===== config.mk =====
export PLATFORM = sky130hd
export DESIGN_NAME = mc_avg
export DESIGN_NICKNAME = d
export VERILOG_FILES = /design/src/rtl/mc_avg.sv
export SDC_FILE = /design/constraint.sdc
export NUM_CORES = 1
export LEC_CHECK = 0
export ABC_AREA = 1
export ABC_CLOCK_PERIOD_IN_PS = 9600
export CORE_MARGIN = 4
export CORE_UTILIZATION = 40
export DETAILED_ROUTE_END_ITERATION = 10
export GPL_ROUTABILITY_DRIVEN = 1
export SYNTH_ARGS = -nofsm -noshare
export SYNTH_HDL_FRONTEND = slang
export SYNTH_SLANG_ARGS = --single-unit
export TNS_END_PERCENT = 20

===== constraint.sdc =====
create_clock -name clk -period 9.6 [get_ports clk]
set_input_delay 1.92 -clock clk [delete_from_list [all_inputs] [get_ports clk]]
set_output_delay 1.92 -clock clk [all_outputs]
set_load 0.1 [all_outputs]

===== src/rtl/mc_avg.sv =====
// mc_avg: discounted Monte-Carlo payoff averager.
// Requests 2^LOG_N payoffs one at a time, averages them and scales by disc.
//
// Ports:
//   clk      : single clock, all state changes on the rising edge
//   rst      : synchronous active-high reset
//   start    : one-cycle pulse launching a run (accepted only in IDLE)
//   disc     : unsigned Q0.12 discount factor, latched at accepted start
//   in_valid : payoff valid from the MC core (honoured only in WAIT)
//   in_price : unsigned 12-bit payoff
//   mc_start : one-cycle request for the next path
//   busy     : high from the cycle after an accepted start through DONE
//   done     : one-cycle pulse on completion or abort
//   err      : last run aborted on timeout; held until next accepted start
//   avg      : discounted mean payoff, held between runs
module mc_avg #(
    parameter int LOG_N   = 8,
    parameter int TIMEOUT = 1023
) (
    input  logic        clk,
    input  logic        rst,
    input  logic        start,
    input  logic [11:0] disc,
    input  logic        in_valid,
    input  logic [11:0] in_price,
    output logic        mc_start,
    output logic        busy,
    output logic        done,
    output logic        err,
    output logic [11:0] avg
);

    localparam int N  = 1 << LOG_N;
    // 12+LOG_N bits holds N full-scale payoffs, so the sum cannot wrap.
    localparam int AW = 12 + LOG_N;
    localparam int CW = LOG_N + 1;
    localparam int WW = $clog2(TIMEOUT + 1);

    localparam logic [2:0] S_IDLE  = 3'd0;
    localparam logic [2:0] S_ISSUE = 3'd1;
    localparam logic [2:0] S_WAIT  = 3'd2;
    localparam logic [2:0] S_CALC  = 3'd3;
    localparam logic [2:0] S_DONE  = 3'd4;

    logic [2:0]    state;
    logic [AW-1:0] acc;
    logic [CW-1:0] cnt;
    logic [WW-1:0] wd;
    logic [11:0]   disc_q;
    logic [11:0]   avg_q;
    logic          err_q;

    logic [CW-1:0] cnt_nxt;
    logic [WW-1:0] wd_nxt;
    logic          last_sample;
    logic          wd_expire;
    logic [11:0]   mean;
    logic [23:0]   prod;

    assign cnt_nxt     = cnt + CW'(1);
    assign wd_nxt      = wd + WW'(1);
    assign last_sample = (cnt_nxt == CW'(N));
    assign wd_expire   = (wd_nxt == WW'(TIMEOUT));

    // Truncating divide by N, then Q0.12 scale keeping the integer part.
    assign mean = acc[AW-1:LOG_N];
    assign prod = {12'd0, mean} * {12'd0, disc_q};

    always_ff @(posedge clk) begin
        if (rst) begin
            state  <= S_IDLE;
            acc    <= '0;
            cnt    <= '0;
            wd     <= '0;
            disc_q <= '0;
            avg_q  <= '0;
            err_q  <= 1'b0;
        end else begin
            unique case (state)
                S_IDLE: begin
                    if (start) begin
                        state  <= S_ISSUE;
                        acc    <= '0;
                        cnt    <= '0;
                        wd     <= '0;
                        err_q  <= 1'b0;
                        disc_q <= disc;
                    end
                end
                S_ISSUE: begin
                    wd    <= '0;
                    state <= S_WAIT;
                end
                S_WAIT: begin
                    if (in_valid) begin
                        acc <= acc + AW'(in_price);
                        cnt <= cnt_nxt;
                        if (last_sample) begin
                            state <= S_CALC;
                        end else begin
                            state <= S_ISSUE;
                        end
                    end else begin
                        wd <= wd_nxt;
                        if (wd_expire) begin
                            err_q <= 1'b1;
                            state <= S_DONE;
                        end
                    end
                end
                S_CALC: begin
                    avg_q <= prod[23:12];
                    state <= S_DONE;
                end
                S_DONE: begin
                    state <= S_IDLE;
                end
                default: begin
                    state <= S_IDLE;
                end
            endcase
        end
    end

    assign mc_start = (state == S_ISSUE);
    assign busy     = (state != S_IDLE);
    assign done     = (state == S_DONE);
    assign err      = err_q;
    assign avg      = avg_q;

endmodule


==> reports/results.ini, run 1 <==
[global_routing]
grt_max_degree=40
track_usage_pct=17.9
grt_pass1_vias=7378
gr-total-overflow=0
antenna_found_initial=0
grt_pass1_wl_um=35100

[setup_path]
critPathLaunchType=flip-flop
critical_path_class=reg2reg
reg2reg_slack_ns=4.50
r2r-end=avg[8]$_SDFFE_PP0P_
critPathMaxFanout=15
r2r_start=acc[13]$_SDFFE_PP0P_
crit_arrival_ns=5.33
critPathRequiredTime_ns=9.83
r2r_cells=19
endpoint_kind=flip-flop

[outcome]
status=complete, no violations

[detailed_routing]
firstDrtPassIters=5
viasPerCell=4.87
ant_nets=0
dr_total_vias=7417
wl_um=20400
wl_per_cell_um=13.4
drt-initial-drc-count=382
drc=0

[power]
p_int_mw=0.561
total_power_mw=0.780
power.share.sequential_pct=40.3
sw_frac_of_total_pct=28.1
leakage_nw=5.12
power_density_nw_per_um2=82.4
p_clk_share_pct=46.5
p_switching_mw=0.219
peakVddDrop_mv=0.0723
comb_power_share_pct=13.1

[clocking]
clockBufferDepth=2
clkSlewWorstSetupHoldPaths_ns=0.06
postCtsHoldBufs=0
cts_sinks=67
cts_tree=yes
worstSkewPairLatency_ns=0.34
cts_buffers=9
clock_tree.root_cell=clkbuf_16
cts_setup_buffers=0
cts-resized-gates=0
htreeDepth=3

[logic_synthesis]
mappedNetlistNets=1429
synth.top_cell.area_share_pct=23.5
yosys-top-cells-area=fa_1, dfxtp_1, nand2_1
yosys.area.top_type=fa_1
netlist_area_um2=8520
ys_types=40
yosysMostFrequentCell=nand2_1
yosys_warnings=0
synth_common_cells=nand2_1, inv_1, fa_1
async_flop_share_pct=0
netlist_instances=1227
seq_area_frac_synth_pct=15.7
syn_area_per_cell_um2=6.94
synth_seq_cells=67
ys.flop_type=dfxtp_1
synth_enable_flop_cells=0

[sta]
worstMarginPinSlew_ns=0.987
relSlewSlack_pct=34.0
rsz0062_at_grt=no
max_clock_freq_mhz=196
setup_tns_ns=0
finalMaxSlewViolations=0
skew_ns=0.00488
setup_viol=0
fin_crit_ns=5.10
hold_viol_final=0
timing.final.crit_share_pct=53.1

[place]
gp_congestion=0.893
place_area_um2=9150
io_buffers=43
hpwlAfterDp_um=16500

[floorplanning]
top_level_ports=44
die_h_um=154
rows=53
design.die.area_um2=23700
start_util_pct=40.7
die_w_um=154
core-area_um2=21000

[cells_and_area]
nNetsFinal=1447
antennaDiodeCount=0
drive_above_1_share_pct=3.21
num-fill-cells=2183
syn2layout_area_growth_pct=11.1
final_cell_area_um2=9460
finish.utilization_pct=45.2
seq_area_um2=1340
multiInputGateArea_um2=5990

[worst_hold_path]
holdPathEnd=acc[0]$_SDFFE_PP0P_
holdPathStages=2
hp-start=acc[0]$_SDFFE_PP0P_
min_path_type=reg2reg

[flow_run]
maxCapViolCount=0

-- logic make-up after synthesis --
group	count (synthesis)	share of synthesized area (%)
DFF	67	15.7
and+or+nand+nor	539	26.9
buffers and inverters	311	13.9
adders and majority gates	174	34.4
AOI/OAI and AO/OA	127	8.18
xor gates and xnor gates	9	0.925
-- cell type report --
type / instances / area share [%]
clock buffer: 12 / 2.71
clock inverter: 2 / 0.635
inverter: 273 / 10.8
multi-input combinational: 849 / 63.3
sequential: 67 / 14.2
tap: 275 / 3.64
timing repair buffer: 45 / 4.71
-- cells in the final DEF, fill, tap and decap left out, types with 2 or more instances in the layout --
cell	instances
nand2_1	335
o21bai_1	7
bufinv_16	2
nor2_1	93
o21ai_0	36
nor2_2	6
nor2_8	3
a21oi_1	65
a21o_1	5
dfxtp_1	67
nand3_1	66
o211ai_1	2
xor2_1	6
ha_1	74
or2_1	4
nor3_1	7
clkbuf_16	9
inv_2	7
o21ai_1	3
clkdlybuf4s50_1	43
o21a_1	2
buf_4	2
xnor2_1	3
fa_1	100
a31oi_1	3
and2_1	2
inv_1	266
nand4_1	13
nor2_4	2
clkbuf_8	2
-- power by group through the flow --
stage	clock network (mW)	logic [mW]	registers [mW]
floorplan	0	0.0766	0.309
global placement	0	0.103	0.320
detailed placement	0	0.104	0.320
CTS	0.371	0.104	0.314
global route	0.386	0.113	0.317
finish	0.363	0.103	0.314
-- flip-flops by register name, summed over array words and instances, names as in the netlist --
signal and count:
disc_q 12, cnt 9, avg 12, acc 20, state 3, wd 10
err 1
-- per-stage QoR --
step	setup slack, ns	cells	hold slack (ns)
6_report	4.50	1523	0.465
5_1_grt	4.08	1523	0.494
4_1_cts	4.51	1523	0.470
3_5_place_dp	4.53	1509	0.460
3_3_place_gp	4.60	1509	0.452
2_1_floorplan	4.90	1227	0.443
-- how the worst max path moves through the flow --
stage	to	start	slack [ns]	cells after the start
floorplan	avg[11]$_SDFFE_PP0P_	acc[17]$_SDFFE_PP0P_	4.90	21
global placement	avg[8]$_SDFFE_PP0P_	acc[13]$_SDFFE_PP0P_	4.60	19
detailed placement	avg[8]$_SDFFE_PP0P_	acc[13]$_SDFFE_PP0P_	4.53	19
CTS	avg[8]$_SDFFE_PP0P_	acc[13]$_SDFFE_PP0P_	4.51	19
global route	avg[8]$_SDFFE_PP0P_	acc[13]$_SDFFE_PP0P_	4.08	19
finish	avg[8]$_SDFFE_PP0P_	acc[13]$_SDFFE_PP0P_	4.50	19
-- metal layers --
layer,global-route usage (%),vias up,wire length (um)
li1,-,3754,-
met1,22.4,3492,8940
met2,32.4,143,10400
met3,2.56,28,718
met4,4.71,0,339
met5,0,-,0
-- worst max-delay path: stages, from the launching register on --
cell and delay (ns):
dfxtp_1 0.72, nand2_1 0.10, inv_1 0.09, fa_1 0.43, fa_1 0.52, fa_1 0.52, fa_1 0.57, inv_1 0.06
fa_1 0.52, inv_1 0.04, ha_1 0.39, nand2_1 0.15, nor4_1 0.30, nand2_1 0.12, nand2_1 0.11, nand2_1 0.08
nand3_1 0.08, nand2_1 0.05, nor2_1 0.09, nor2_1 0.04
No activity file was read; power rests on OpenSTA's default activity.
==> run 2: changes to the inputs <==
--- a/config.mk
+++ b/config.mk
@@ -6,7 +6,7 @@
 export NUM_CORES = 1
 export LEC_CHECK = 0
 export ABC_AREA = 1
-export ABC_CLOCK_PERIOD_IN_PS = 9600
+export ABC_CLOCK_PERIOD_IN_PS = 4100
 export CORE_MARGIN = 4
 export CORE_UTILIZATION = 40
 export DETAILED_ROUTE_END_ITERATION = 10
==> constraint.sdc (replaced) <==
create_clock -name clk -period 4.1 [get_ports clk]
set_input_delay 0.82 -clock clk [delete_from_list [all_inputs] [get_ports clk]]
set_output_delay 0.82 -clock clk [all_outputs]
set_load 0.1 [all_outputs]
==> reports/results.ini, run 2 (synthesis gave the netlist of run 1 again) <==
[cells_and_area]
antennaDiodeCount=0  ; unchanged
regMostFlops=acc
nNetsFinal=1546  ; +6.8%
mostFrequentLayoutCells=nand2_1, inv_1, buf_4
syn2layout_area_growth_pct=25.6
drive_above_1_share_pct=17.6  ; +14 points
finish.utilization_pct=51.1  ; +5.9 points
final_common_cell=nand2_1
largest_reg_flops=20  ; unchanged

[sta]
max_clock_freq_mhz=220  ; +12%
skew_ns=0.00715  ; +0.00227 ns
worstMarginPinSlew_ns=0.986  ; -0.000700 ns
finalMaxSlewViolations=0  ; unchanged
setup_slack_ns=-0.448  ; -4.95 ns
relSlewSlack_pct=34.0  ; +0.047 points
fin_crit_ns=4.55  ; -0.547 ns
rsz0062_at_grt=yes
hold_viol_final=0  ; unchanged
timing.final.crit_share_pct=111  ; +58 points
setup_viol=12  ; +12
setup_tns_ns=-4.45  ; -4.45 ns

[floorplanning]
start_util_pct=40.7  ; unchanged
design.die.area_um2=23700  ; unchanged
die_w_um=154  ; unchanged
die_h_um=154  ; unchanged
top_level_ports=44  ; unchanged
core-area_um2=21000  ; unchanged
rows=53  ; unchanged

[clocking]
postCtsHoldBufs=0  ; unchanged
htreeDepth=3  ; unchanged
cts_tree=yes
clock_tree.root_cell=clkbuf_16
cts_buffers=9  ; unchanged
clkSlewWorstSetupHoldPaths_ns=0.06  ; about the same
clockBufferDepth=2  ; unchanged
worstSkewPairLatency_ns=0.34  ; about the same
cts_sinks=67  ; unchanged

[detailed_routing]
firstDrtPassIters=5  ; unchanged
viasPerCell=4.86  ; -0.23%
ant_nets=0  ; unchanged
drc=0  ; unchanged
drt-initial-drc-count=368  ; -3.7%
wl_per_cell_um=13.8  ; +3.2%
dr_total_vias=7891  ; +6.4%
wl_um=22400  ; +10%

[global_routing]
antenna_found_initial=0  ; unchanged
grt_pass1_wl_um=38200  ; +8.9%
grt_max_degree=39  ; -2.5%
track_usage_pct=19.4  ; +1.5 points
gr-total-overflow=0  ; unchanged
grt_pass1_vias=8171  ; +11%

[power]
p_clk_share_pct=40.9  ; -5.6 points
total_power_mw=1.75  ; +120%
p_switching_mw=0.552  ; +150%
power_density_nw_per_um2=164  ; +98%
p_int_mw=1.20  ; +110%
power.share.sequential_pct=40.8  ; +0.5 points
peakVddDrop_mv=0.223  ; +210%
sw_frac_of_total_pct=31.5  ; +3.4 points
leakage_nw=5.76  ; +13%
comb_power_share_pct=18.2  ; +5.1 points

[setup_path]
worst-path-buf-inv=5  ; +2
cp_common_cell=fa_1
critical_path_class=reg2reg
cp_top_family=adder cells
crit_slowest_cell=fa_1
critPathLaunchType=flip-flop
critPathRequiredTime_ns=4.33  ; -5.50 ns
crit_path_cell_trace=buf_12, buf_4, nand2_2, fa_1, fa_2, inv_2, fa_1, fa_1, inv_2, fa_1, inv_1, ha_4, nand2_4, nor4_4, nand2_1, nand2_2, nand2_2, nand3_2, nand2_1, nor2_1, nor2_1
endpoint_kind=flip-flop
critPathMaxFanout=5  ; -10
crit_arrival_ns=4.78  ; -0.55 ns
cpPeakStageDelay_ns=0.59  ; -0.13 ns

[flow_run]
maxCapViolCount=0  ; unchanged

[outcome]
violations=setup timing
status=finished with violations

[worst_hold_path]
min_path_type=reg2reg

[place]
hpwlAfterDp_um=17900  ; +8.3%
io_buffers=43  ; unchanged
gp_congestion=0.863  ; -3.3%

-- run 2: cell count changes in the layout (fill, tap and decap cells not counted), sizes merged --
cell      previous run  this run
buf                  2       100
clkinvlp             0         2
clkbuf              12        11
clkinv               0         4
bufinv               2         0
-- run 2: timing repair --
item                                    4_1_cts  5_1_grt
gates resized for setup                      31       49
buffers inserted                              4       10
endpoints found under the setup margin       12       12
cloned                                        0        1
pin swaps                                     1       38
-- run 2: worst paths after layout --
path | start | end | slack (ns) | cells past startpoint
worst max register to register | disc_q[5]$_SDFFE_PP0P_ | avg[8]$_SDFFE_PP0P_ | -0.45 | 21
worst max-delay path | disc_q[5]$_SDFFE_PP0P_ | avg[8]$_SDFFE_PP0P_ | -0.45 | 21
worst min-delay path | err$_SDFFE_PP0P_ | err$_SDFFE_PP0P_ | 0.47 | 2
worst min register to register | err$_SDFFE_PP0P_ | err$_SDFFE_PP0P_ | 0.47 | 2
-- run 2: area by class of cell --
cell class	instances	area [um2]
repair buffers	144	1270
multi-input cells	849	6380
inverters	273	1030
flip-flops and latches	67	1400
well taps	275	344
fillers	2119	10300
clock inverters	6	42.5
clock buffers	10	229
-- run 2: metrics by stage --
step | area, um2 | hold slack (ns) | std cells | setup WS (ns)
global route | 10700 | 0.494 | 1624 | -0.637
global placement | 10000 | 0.452 | 1593 | -0.600
floorplan | 8910 | 0.443 | 1227 | -0.154
finish | 10700 | 0.471 | 1624 | -0.448
CTS | 10400 | 0.471 | 1613 | -0.380
detailed placement | 10000 | 0.455 | 1593 | -0.593
-- run 2: worst reg2reg max path, cell delays in order (launching register included) --
cell and delay [ns]:
dfxtp_4 0.37, buf_12 0.13, buf_4 0.13, nand2_2 0.05
fa_1 0.48, fa_2 0.35, inv_2 0.06, fa_1 0.43
fa_1 0.59, inv_2 0.05, fa_1 0.52, inv_1 0.06
ha_4 0.30, nand2_4 0.07, nor4_4 0.29, nand2_1 0.12
nand2_2 0.09, nand2_2 0.07, nand3_2 0.06, nand2_1 0.05
nor2_1 0.11, nor2_1 0.05
-- run 2: power groups by stage --
stage	Sequential, mW	Combinational (mW)	Clock (mW)
after floorplan	0.726	0.197	0
after global placement	0.729	0.303	0
after detailed placement	0.730	0.305	0
after CTS	0.713	0.307	0.737
after global routing	0.719	0.349	0.760
final	0.715	0.319	0.716
-- run 2: routing by layer --
| layer | share of wire [%] | up-vias | GRT usage (%) |
|---|---|---|---|
| li1 | - | 3952 | - |
| met1 | 46 | 3767 | 25.1 |
| met2 | 49 | 142 | 34.4 |
| met3 | 3.8 | 30 | 2.05 |
| met4 | 1.7 | 0 | 5.30 |
| met5 | 0 | - | 0 |
==> run 3: changes to the inputs <==
--- a/config.mk
+++ b/config.mk
@@ -11,6 +11,8 @@
 export CORE_UTILIZATION = 40
 export DETAILED_ROUTE_END_ITERATION = 10
 export GPL_ROUTABILITY_DRIVEN = 1
+export PLACE_DENSITY = 0.58
+export RECOVER_POWER = 100
 export SYNTH_ARGS = -nofsm -noshare
 export SYNTH_HDL_FRONTEND = slang
 export SYNTH_SLANG_ARGS = --single-unit
==> reports/results.ini, run 3 (synthesis gave the netlist of run 1 again) <==
[outcome]
status=finished with violations
violations=capacitance limit, slew limit, setup timing

[detailed_routing]
dr_total_vias=7733  ; -2.0%
wl_um=22500  ; +0.16%
drt-initial-drc-count=375  ; +1.9%
ant_nets=0  ; unchanged
wl_per_cell_um=13.9  ; +0.84%
viasPerCell=4.79  ; -1.3%
firstDrtPassIters=8  ; +3
drc=0  ; unchanged

[clocking]
clkSlewWorstSetupHoldPaths_ns=0.06  ; about the same
clock_tree.root_cell=clkbuf_16
htreeDepth=3  ; unchanged
cts_buffers=9  ; unchanged
postCtsHoldBufs=0  ; unchanged
clockBufferDepth=2  ; unchanged
cts_tree=yes
worstSkewPairLatency_ns=0.34  ; about the same
cts_sinks=67  ; unchanged

[worst_hold_path]
min_path_type=reg2reg

[sta]
setup_viol=12  ; unchanged
setup_slack_ns=-0.391  ; +0.0578 ns
worstMarginPinSlew_ns=1.93  ; +0.943 ns
relSlewSlack_pct=-29.1  ; -63 points
timing.final.crit_share_pct=110  ; -1.4 points
skew_ns=0.00771  ; +0.000563 ns
timing.hold.ws_ns=0.468  ; -0.00234 ns
rsz0062_at_grt=yes
fin_crit_ns=4.49  ; -0.0578 ns
max_clock_freq_mhz=223  ; +1.3%
hold_viol_final=0  ; unchanged
finalMaxSlewViolations=23  ; +23
setup_tns_ns=-3.56  ; +0.883 ns

[cells_and_area]
num-fill-cells=2087  ; -1.5%
stdcell_count=1613  ; -0.68%
antennaDiodeCount=0  ; unchanged
regMostFlops=acc
nNetsFinal=1535  ; -0.71%
mostFrequentLayoutCells=nand2_1, inv_1, fa_1
finish.utilization_pct=50.1  ; -0.97 points
largest_reg_flops=20  ; unchanged
final_common_cell=nand2_1
syn2layout_area_growth_pct=23.2
drive_above_1_share_pct=15.8  ; -1.8 points

[place]
numPlacedInstances=1590  ; -0.19%
io_buffers=43  ; unchanged
gp_congestion=0.857  ; -0.75%
hpwlAfterDp_um=18000  ; +0.75%

[global_routing]
grt_pass1_wl_um=37900  ; -0.85%
track_usage_pct=19.6  ; +0.18 points
antenna_found_initial=0  ; unchanged
grt_max_degree=40  ; +2.6%
grt_pass1_vias=7786  ; -4.7%
gr-total-overflow=0  ; unchanged

[floorplanning]
start_util_pct=40.7  ; unchanged
rows=53  ; unchanged
design.die.area_um2=23700  ; unchanged
die_h_um=154  ; unchanged
top_level_ports=44  ; unchanged
die_w_um=154  ; unchanged
core-area_um2=21000  ; unchanged

[setup_path]
critPathMaxFanout=5  ; unchanged
crit_arrival_ns=4.73  ; -0.05 ns
critPathRequiredTime_ns=4.34  ; about the same
critPathLaunchType=flip-flop
endpoint_kind=flip-flop
critical_path_class=reg2reg

[power]
leakage_nw=5.64  ; -2.0%
total_power_mw=1.77  ; +1.3%
power_density_nw_per_um2=169  ; +3.2%
peakVddDrop_mv=0.169  ; -24%

[flow_run]
maxCapViolCount=1  ; +1

-- run 3: cell types whose count changed in the layout (fill, tap and decap cells not counted), sizes merged --
cell / change
clkinv: -3
clkinvlp: +1
buf: -10
dlygate4sd3: +18
clkdlybuf4s50: -18
clkbuf: -2
inv: +3
-- run 3: cell type report --
cell class              instances  area, um2  share of cell area, %
inverters                     273       1020                   9.76
flip-flops and latches         67       1410                   13.4
clock buffers                   9        225                   2.15
well taps                     275        344                   3.28
repair buffers                133       1150                   10.9
clock inverters                 7       51.3                  0.489
multi-input cells             849       6300                   60.0
-- run 3: per-layer routing --
metal	track usage, %	part of all wire, %	vias to the layer above
li1	-	-	3930
met2	34.2	49	143
met1	25.9	46	3632
met4	4.67	1.9	0
met5	0	0	-
met3	2.45	3.4	28
-- run 3: path summary, 6_finish.rpt --
check / from / endpoint / slack (ns) / depth (start not counted)
max: disc_q[5]$_SDFFE_PP0P_ / avg[10]$_SDFFE_PP0P_ / -0.39 / 19
min: acc[7]$_SDFFE_PP0P_ / acc[7]$_SDFFE_PP0P_ / 0.47 / 2
max reg2reg: disc_q[5]$_SDFFE_PP0P_ / avg[10]$_SDFFE_PP0P_ / -0.39 / 19
min reg2reg: acc[7]$_SDFFE_PP0P_ / acc[7]$_SDFFE_PP0P_ / 0.47 / 2
-- run 3: what timing repair did --
action	CTS	global route
endpoints found under the setup margin	12	12
resized for setup	28	41
setup buffers	4	3
pin swaps	10	11
-- run 3: critical path, cell delays in order, from the launching register on --
cell and delay (ns):
dfxtp_4 0.40, buf_12 0.12, nand2_1 0.07, fa_1 0.53
inv_1 0.05, fa_1 0.48, fa_2 0.56, fa_1 0.42
fa_1 0.51, ha_4 0.34, nand2_2 0.08, buf_4 0.13
inv_1 0.06, nand2_2 0.06, o21ai_0 0.20, nand2_1 0.12
nand4_1 0.09, nand3_1 0.08, nand2_1 0.06, inv_1 0.03
-- run 3: power by group --
part | total [mW] | internal, mW | switching (mW)
clock | 0.744 | 0.413 | 0.331
sequential | 0.712 | 0.671 | 0.0416
combinational | 0.316 | 0.118 | 0.198
total | 1.77 | 1.20 | 0.570
-- run 3: stage by stage --
stage                     setup WS (ns)  area [um2]
after floorplan                  -0.154        8910
final                            -0.391       10500
after detailed placement         -0.644        9960
after global placement           -0.598        9960
after CTS                        -0.389       10400
after global routing             -0.573       10500
